**src/rtl/mmio_led_ctrl.sv**
```systemverilog
// mmio_led_ctrl
// Memory-mapped LED peripheral sitting on the CPU data bus. It holds a pattern
// register and drives the LEDs in static, blink or rotate mode. A prescaled
// period timer paces blink and rotate. A free-running 32-bit cycle counter
// is readable by software.
//
// Register window (16 bytes at BASE_ADDR):
//   0x0 DATA   [7:0]  R/W   LED pattern
//   0x4 MODE   [1:0]  R/W   0/3 static, 1 blink, 2 rotate
//   0x8 PERIOD [15:0] R/W   step period in prescaler ticks (0 acts as 1)
//   0xC CYCLE  [31:0] RO    free-running clock counter
//
// Ports:
//   clk, rst              clock, asynchronous active-high reset
//   bus_addr/wdata        byte address and write data
//   bus_we/bus_re         one-cycle write/read strobes
//   bus_rdata/bus_ready   read data, valid during the one-cycle ready pulse
//   led                   registered LED drive
module mmio_led_ctrl #(
    parameter logic [31:0] BASE_ADDR = 32'hFFFF_0000,
    parameter int          CLK_DIV   = 16
) (
    input  logic        clk,
    input  logic        rst,
    input  logic [31:0] bus_addr,
    input  logic [31:0] bus_wdata,
    input  logic        bus_we,
    input  logic        bus_re,
    output logic [31:0] bus_rdata,
    output logic        bus_ready,
    output logic [7:0]  led
);

    localparam int PRE_W = (CLK_DIV > 1) ? $clog2(CLK_DIV) : 1;
    localparam logic [PRE_W-1:0] PRE_MAX = PRE_W'(CLK_DIV - 1);

    // The display state is the MODE register itself; encoding 3 aliases static.
    typedef enum logic [1:0] {
        MODE_STATIC     = 2'd0,
        MODE_BLINK      = 2'd1,
        MODE_ROTATE     = 2'd2,
        MODE_STATIC_ALT = 2'd3
    } mode_e;

    mode_e             state_q;
    logic [7:0]        data_q;
    logic [15:0]       period_q;
    logic [31:0]       cycle_q;
    logic [PRE_W-1:0]  pre_cnt;
    logic [15:0]       per_cnt;
    logic              phase_q;
    logic [7:0]        shreg_q;

    logic              phase_d;
    logic [7:0]        shreg_d;
    logic [7:0]        led_d;

    logic              hit;
    logic [1:0]        reg_sel;
    logic              wr_en;
    logic              rd_en;
    logic              wr_data;
    logic              wr_mode;
    logic              wr_period;
    logic              tick;
    logic              step;
    logic [15:0]       eff_period;
    logic [16:0]       per_sum;
    logic [31:0]       rd_val;
    logic              unused_bits;

    assign unused_bits = ^{bus_addr[1:0], bus_wdata[31:16]};

    // Address decode; a write wins over a simultaneous read.
    assign hit       = (bus_addr[31:4] == BASE_ADDR[31:4]);
    assign reg_sel   = bus_addr[3:2];
    assign wr_en     = bus_we & hit;
    assign rd_en     = bus_re & ~bus_we & hit;
    assign wr_data   = wr_en && (reg_sel == 2'd0);
    assign wr_mode   = wr_en && (reg_sel == 2'd1);
    assign wr_period = wr_en && (reg_sel == 2'd2);

    // The period compare is done one bit wider so per_cnt+1 cannot overflow.
    assign tick       = (pre_cnt == PRE_MAX);
    assign eff_period = (period_q == 16'd0) ? 16'd1 : period_q;
    assign per_sum    = {1'b0, per_cnt} + 17'd1;
    assign step       = tick && (per_sum >= {1'b0, eff_period});

    // Read mux returns the pre-update register values.
    always_comb begin
        rd_val = 32'd0;
        case (reg_sel)
            2'd0: rd_val = {24'd0, data_q};
            2'd1: rd_val = {30'd0, state_q};
            2'd2: rd_val = {16'd0, period_q};
            2'd3: rd_val = cycle_q;
            default: rd_val = 32'd0;
        endcase
    end

    // Software-visible registers and the free-running cycle counter.
    always_ff @(posedge clk or posedge rst) begin
        if (rst) begin
            data_q   <= 8'd0;
            state_q  <= MODE_STATIC;
            period_q <= 16'd4;
            cycle_q  <= 32'd0;
        end else begin
            cycle_q <= cycle_q + 32'd1;
            if (wr_data)
                data_q <= bus_wdata[7:0];
            if (wr_mode)
                state_q <= mode_e'(bus_wdata[1:0]);
            if (wr_period)
                period_q <= bus_wdata[15:0];
        end
    end

    // Prescaler and period counter; a MODE write restarts both timers.
    always_ff @(posedge clk or posedge rst) begin
        if (rst) begin
            pre_cnt <= '0;
            per_cnt <= 16'd0;
        end else if (wr_mode) begin
            pre_cnt <= '0;
            per_cnt <= 16'd0;
        end else begin
            pre_cnt <= tick ? '0 : pre_cnt + 1'b1;
            if (tick)
                per_cnt <= step ? 16'd0 : per_cnt + 16'd1;
        end
    end

    // Every strobe gets exactly one ready pulse; data only for a hit read.
    always_ff @(posedge clk or posedge rst) begin
        if (rst) begin
            bus_ready <= 1'b0;
            bus_rdata <= 32'd0;
        end else begin
            bus_ready <= bus_we | bus_re;
            bus_rdata <= rd_en ? rd_val : 32'd0;
        end
    end

    // Display next-state logic. A DATA write in rotate mode reloads the
    // shift register and swallows any step landing in the same cycle.
    always_comb begin
        phase_d = phase_q;
        shreg_d = shreg_q;
        led_d   = data_q;
        if (wr_mode) begin
            phase_d = 1'b1;
            shreg_d = data_q;
        end else begin
            case (state_q)
                MODE_BLINK: begin
                    if (step)
                        phase_d = ~phase_q;
                end
                MODE_ROTATE: begin
                    if (wr_data)
                        shreg_d = bus_wdata[7:0];
                    else if (step)
                        shreg_d = {shreg_q[6:0], shreg_q[7]};
                end
                default: begin
                    phase_d = phase_q;
                end
            endcase
        end
        case (state_q)
            MODE_BLINK:  led_d = phase_q ? data_q : 8'h00;
            MODE_ROTATE: led_d = shreg_q;
            default:     led_d = data_q;
        endcase
    end

    // Display state register; led lags the cause of a change by one edge.
    always_ff @(posedge clk or posedge rst) begin
        if (rst) begin
            phase_q <= 1'b1;
            shreg_q <= 8'd0;
            led     <= 8'd0;
        end else begin
            phase_q <= phase_d;
            shreg_q <= shreg_d;
            led     <= led_d;
        end
    end

endmodule

```
**config.mk**
```make
export PLATFORM = sky130hd
export DESIGN_NAME = mmio_led_ctrl
export DESIGN_NICKNAME = d
export VERILOG_FILES = /design/src/rtl/mmio_led_ctrl.sv
export SDC_FILE = /design/constraint.sdc
export NUM_CORES = 1
export LEC_CHECK = 0
export CORE_ASPECT_RATIO = 1.4
export CORE_MARGIN = 2
export CORE_UTILIZATION = 40
export CTS_CLUSTER_DIAMETER = 40
export DETAILED_ROUTE_END_ITERATION = 7
export REMOVE_ABC_BUFFERS = 1
export SYNTH_ARGS = -nofsm -noshare
export SYNTH_HDL_FRONTEND = slang
export SYNTH_SLANG_ARGS = --single-unit
```
**constraint.sdc**
```tcl
create_clock -name clk -period 9.05 [get_ports clk]
set_input_delay 0.905 -clock clk [delete_from_list [all_inputs] [get_ports clk]]
set_output_delay 0.905 -clock clk [all_outputs]
set_load 0.02 [all_outputs]
```
# Yosys cells after proc, flatten, opt, wreduce, memory -nomap -nowiden
# Cells that the tools add are included.
dict set report op_classes {
  addsub 4
  n_lt_le_gt_ge 1
  n_eq_ne 7
  mux 17
  n_bitwise 6
  n_reduce_logical 13
}
# operator count
set ops {}
lappend ops {{$pmux W32 S4} 1}
lappend ops {{$mux W16} 4}
lappend ops {{$mux W8} 5}
lappend ops {{$add A32 B1 Y32 const B} 1}
lappend ops {{$mux W32} 1}
lappend ops {{$eq A28 B28 Y1 const B} 1}
lappend ops {{$add A16 B1 Y17 const B} 1}
lappend ops {{$ge A17 B16 Y1} 1}
lappend ops {{$add A16 B1 Y16 const B} 1}
lappend ops {{$logic_not A16 Y1} 1}
lappend ops {{$pmux W8 S2} 1}
lappend ops {{$mux W4} 2}
lappend ops {{$reduce_bool A2 Y1} 4}
lappend ops {{$eq A2 B2 Y1 const B} 3}
lappend ops {{$add A4 B1 Y4 const B} 1}
lappend ops {{$eq A2 B1 Y1 const B} 2}
lappend ops {{$eq A4 B4 Y1 const B} 1}
lappend ops {{$logic_and A1 B1 Y1} 4}
lappend ops {{$reduce_and A2 Y1} 2}
lappend ops {{$and A1 B1 Y1} 3}
lappend ops {{$mux W1} 3}
lappend ops {{$reduce_bool A3 Y1} 1}
lappend ops {{$logic_not A2 Y1} 1}
lappend ops {{$not A1 Y1} 2}
lappend ops {{$or A1 B1 Y1} 1}
dict set report word_totals {
  ff_bits 128
  in_bits 68
  output_inout_bits 41
  elab_cells 59
}

# Logic depth before layout (Yosys ltp)
dict set report depth {
  depth_word 8
  ltp_mapped 13
  mapped_depth_nobuf 12
}

# Worst setup path after synthesis
# No wires, ideal clock.
dict set report synth_path {
  kind {register to register}
  from {register per_cnt[8]}
  to {register per_cnt[4]}
  arrival_time_ns 2.925
  required_time_ns 8.914
  path_slack_ns 5.989
  path_stages_with_launch 14
  n_path_buf 2
  period_less_slack_ns 3.061
  cell_sequence {dfrtp_1 clkbuf_1 and4_1 nand3_1 nor3b_1 xor2_1 ha_1 nand3_1 or4_1 a21oi_1 nor3_2 clkbuf_1 o21ai_0 a21oi_1}
}
dict set report synth_between {
  elab_chain_cells 6
}
# item line
set synth_rtl {}
lappend synth_rtl {{start, declared} 50} ;# logic [15:0] per_cnt;
lappend synth_rtl {{start signal, assigned} 130} ;# per_cnt <= step ? 16'd0 : per_cnt + 16'd1;
lappend synth_rtl {{$add A16 B1 Y17} 86} ;# assign per_sum = {1'b0, per_cnt} + 17'd1;
lappend synth_rtl {{$ge A17 B16 Y1} 87} ;# assign step = tick && (per_sum >= {1'b0, eff_period});
lappend synth_rtl {{$logic_and A1 B1 Y1} 87}
lappend synth_rtl {{$mux W16} 130}
lappend synth_rtl {{$mux W16} 129} ;# if (tick)
lappend synth_rtl {{$mux W16} 124} ;# end else if (wr_mode) begin
# No other way between the ends. The select of a mux whose other input is x is not followed.
# A chain may end at the register's enable or synchronous reset.

# Worst setup path in the final report
dict set report layout_path {
  from {register per_cnt[0]}
  to {register shreg_q[5]}
}
dict set report layout_between {
  elab_chain_cells 5
}
# item line
set layout_rtl {}
lappend layout_rtl {{$add A16 B1 Y17} 86}
lappend layout_rtl {{$ge A17 B16 Y1} 87}
lappend layout_rtl {{$logic_and A1 B1 Y1} 87}
lappend layout_rtl {{$reduce_bool A3 Y1 (no line)} --}
lappend layout_rtl {{$reduce_and A2 Y1 (no line)} --}
lappend layout_rtl {{end signal, assigned} 186} ;# shreg_q <= shreg_d;
lappend layout_rtl {{end, declared} 52} ;# logic [7:0] shreg_q;
# No other way between the ends.

==> flow_summary_export.csv <==
group,metric,value,unit
status,status,"complete, no violations",
cts,cts_root_buffer,"clkbuf_16",
cells_and_area,final_common_cell,"dfrtp_1",
power_and_ir_drop,p_per_area,166,mW/mm2
place,gp_congestion,0.797,
power_and_ir_drop,p_seq_share,43.8,%
grt,grt_first_pass_wirelength,23500,um
yosys,synth.distinct_cells,52,
cts,ctsHtreeMaxLevel,4,
yosys,yosysWarnings,0,
sta,drv_slew,0,
critical_path,crit_path_end_kind,"flop",
sta,setup_slack,5.29,ns
cts,ctsResizeCount,0,
sta,skew,0.0128,ns
job,drv_cap,0,
grt,grtUsageTotal,18.3,%
yosys,synth-async-reset-ratio,100,%
yosys,synth_edf_count,0,
cts,cts_made_buffers,17,
cts,cts.path.max_buffers,2,
die,initial_utilization,41.1,%
detailed_routing,first_pass_iters,4,
die,row_count,53,
cells_and_area,layout_common_cells,"dfrtp_1 (126), clkdlybuf4s50_1 (90), nor2_1 (40)",
sta,fin_crit_sh,41.5,%
power_and_ir_drop,intPower,1.03,mW
sta,report.final.hold_viol_count,0,
cts,clock_sinks,128,
power_and_ir_drop,netSwitchingFraction,21.4,%
detailed_routing,drt-total-wl,14200,um
cells_and_area,synthToLayoutAreaGrowth,27.4,%
place,post-place-ws,5.16,ns
detailed_routing,drcViolationCount,0,
die,core,0.0151,mm2
yosys,synth_area_per_cell,11.1,um2
grt,grt_pass1_vias,4787,
yosys,synth-seq-area-share,51.8,%
sta,tightest_slew,1.15,ns
sta,fmax,266,MHz
sta,finalSetupTns,0,ns
place,dp_hpwl,10400,um
critical_path,arrival,4.08,ns
cells_and_area,final_nets,744,
die,top_level_ports,109,
cts,post_cts.repair.setup_buffers,0,
die,die_x,109,um
critical_path,startpoint_type,"flop",
sta,slew_headroom,22.5,%
grt,antenna_found_initial,0,
detailed_routing,vias,4592,
power_and_ir_drop,clockPowerShare,52.5,%
power_and_ir_drop,vdd_drop_max,0.124,mV
grt,grt_remaining_overflow,0,
cells_and_area,antenna_cells,0,
cts,clk_pin_slew,0.06,ns
die,die-area,0.0165,mm2
critical_path,setup.worst_path.class,"flop to flop",
cts,clock_latency,0.41,ns
power_and_ir_drop,p_sw,0.280,mW
grt,grt_start_max_net_pins,88,
die,die_h,151,um
yosys,netlist_area,0.00619,mm2
power_and_ir_drop,comb_power_share,3.7,%
critical_path,crit_required,9.37,ns
yosys,ys.flop_type,"dfrtp_1",
cts,cts_tree,"done",
sta,rsz0062_at_grt,"false",
cts,ctsHoldBuffers,0,
power_and_ir_drop,p_leak,3.52,nW
yosys,syn_inst,556,
detailed_routing,wl_per_cell,16.5,um
detailed_routing,ant_nets,0,
min_path,hold_class,"flop to flop",
detailed_routing,dr.first_iter.drc_count,174,
critical_path,cp_max_fo,8,
yosys,synth-seq-cells,128,
place,port_buffers,90,
cells_and_area,fillers,1356,
cells_and_area,layout-drive-gt1-share,12.4,%
sta,setup_violations,0,
detailed_routing,viasPerCell,5.34,
sta,fin_crit,3.76,ns
[state kept, by name, indices dropped and copies added, names as in the netlist]
signal,count
cycle_q,32
state_q,2
period_q,16
bus_rdata,32
shreg_q,8
phase_q,1
per_cnt,16
data_q,8
led,8
bus_ready,1
pre_cnt,4
[stage by stage]
stage          power, mW  area [um2]  util [%]  std cells  hold slack [ns]
2_1_floorplan      0.600        6120         -        542            0.434
4_1_cts             1.32        7890      52.4        860            0.462
6_report            1.31        7890      52.4        860            0.455
3_5_place_dp       0.633        7300      48.5        828            0.453
5_1_grt             1.35        7890      52.4        860            0.503
3_3_place_gp       0.632        7300      48.5        828            0.455
[cell families after synthesis]
family	synth area share [%]
buffers and inverters	2.75
DFF	51.8
AOI/OAI and AO/OA	8.51
adders and majority gates	4.24
and+or+nand+nor	16.8
xor gates and xnor gates	6.51
muxes	9.42
[cell type report]
type                    instances  area [um2]  area share (%)
flip-flops and latches        128        3210            40.6
multi-input cells             387        2820            35.7
repair buffers                 94         931            11.8
clock buffers                  17         425            5.39
well taps                     192         240            3.04
clock inverters                15         169            2.14
inverters                      27         104            1.32
[worst max-delay path, cell delays in order (launching register included)]
cell and delay (ns):
dfrtp_1 0.44, ha_1 0.27, and3_1 0.24, nand3_1 0.23, nor2_1 0.19, xnor2_1 0.17
ha_1 0.28, a21o_1 0.16, a21oi_1 0.15, o31ai_1 0.17, o31ai_1 0.98, o22ai_1 0.19
a2bb2oi_1 0.20
[Yosys cell counts, types with 3 or more instances]
library cell,number,area [um2]
nor2_1,40,150
nand3_1,31,155
dfrtp_1,126,3150
xnor2_1,32,280
nor3_1,9,45.0
a2bb2oi_1,8,70.1
a21o_1,3,22.5
a21oi_1,29,145
nor2b_1,6,37.5
or4_1,3,22.5
mux2_4,10,150
o22ai_1,8,50.1
nor3b_1,3,22.5
o21ai_0,10,50.1
and3_1,10,62.6
nor4_1,4,25.0
mux2_2,22,248
and2_1,21,131
mux2i_1,14,140
inv_1,27,101
xor2_1,14,123
ha_1,21,263
a22o_1,8,70.1
nand2_1,35,131
nand4b_1,3,26.3
nand4_1,17,106
clkbuf_1,9,33.8
[per-layer routing]
layer	share of wire, %	GRT usage [%]	wire, um	vias to the layer above
met2	55	32.5	7800	97
met5	0	0	0	-
li1	-	-	-	2166
met1	40	21.5	5710	2306
met3	3.0	4.17	433	23
met4	1.9	6.47	269	0
[final timing paths]
path	from	end	slack, ns	depth (start not counted)
hold / removal	cycle_q[31]$_DFF_PP0_	cycle_q[31]$_DFF_PP0_	0.46	1
hold reg to reg	cycle_q[31]$_DFF_PP0_	cycle_q[31]$_DFF_PP0_	0.46	1
setup reg to reg	per_cnt[0]$_DFFE_PP0P_	shreg_q[5]$_DFFE_PP0P_	5.29	12
setup / recovery	per_cnt[0]$_DFFE_PP0P_	shreg_q[5]$_DFFE_PP0P_	5.29	12
max in group asynchronous	rst	data_q[4]$_DFFE_PP0P_	6.74	3
min in group asynchronous	rst	bus_rdata[31]$_DFF_PP0_	1.12	2
[power groups by stage]
stage,combinational (mW),sequential [mW],clock [mW]
after floorplan,0.0164,0.583,0
after detailed placement,0.0499,0.583,0
after global routing,0.0532,0.573,0.726
after CTS,0.0499,0.573,0.700
after global placement,0.0489,0.583,0
final,0.0487,0.573,0.687
Power figures use the tool's default switching activity.
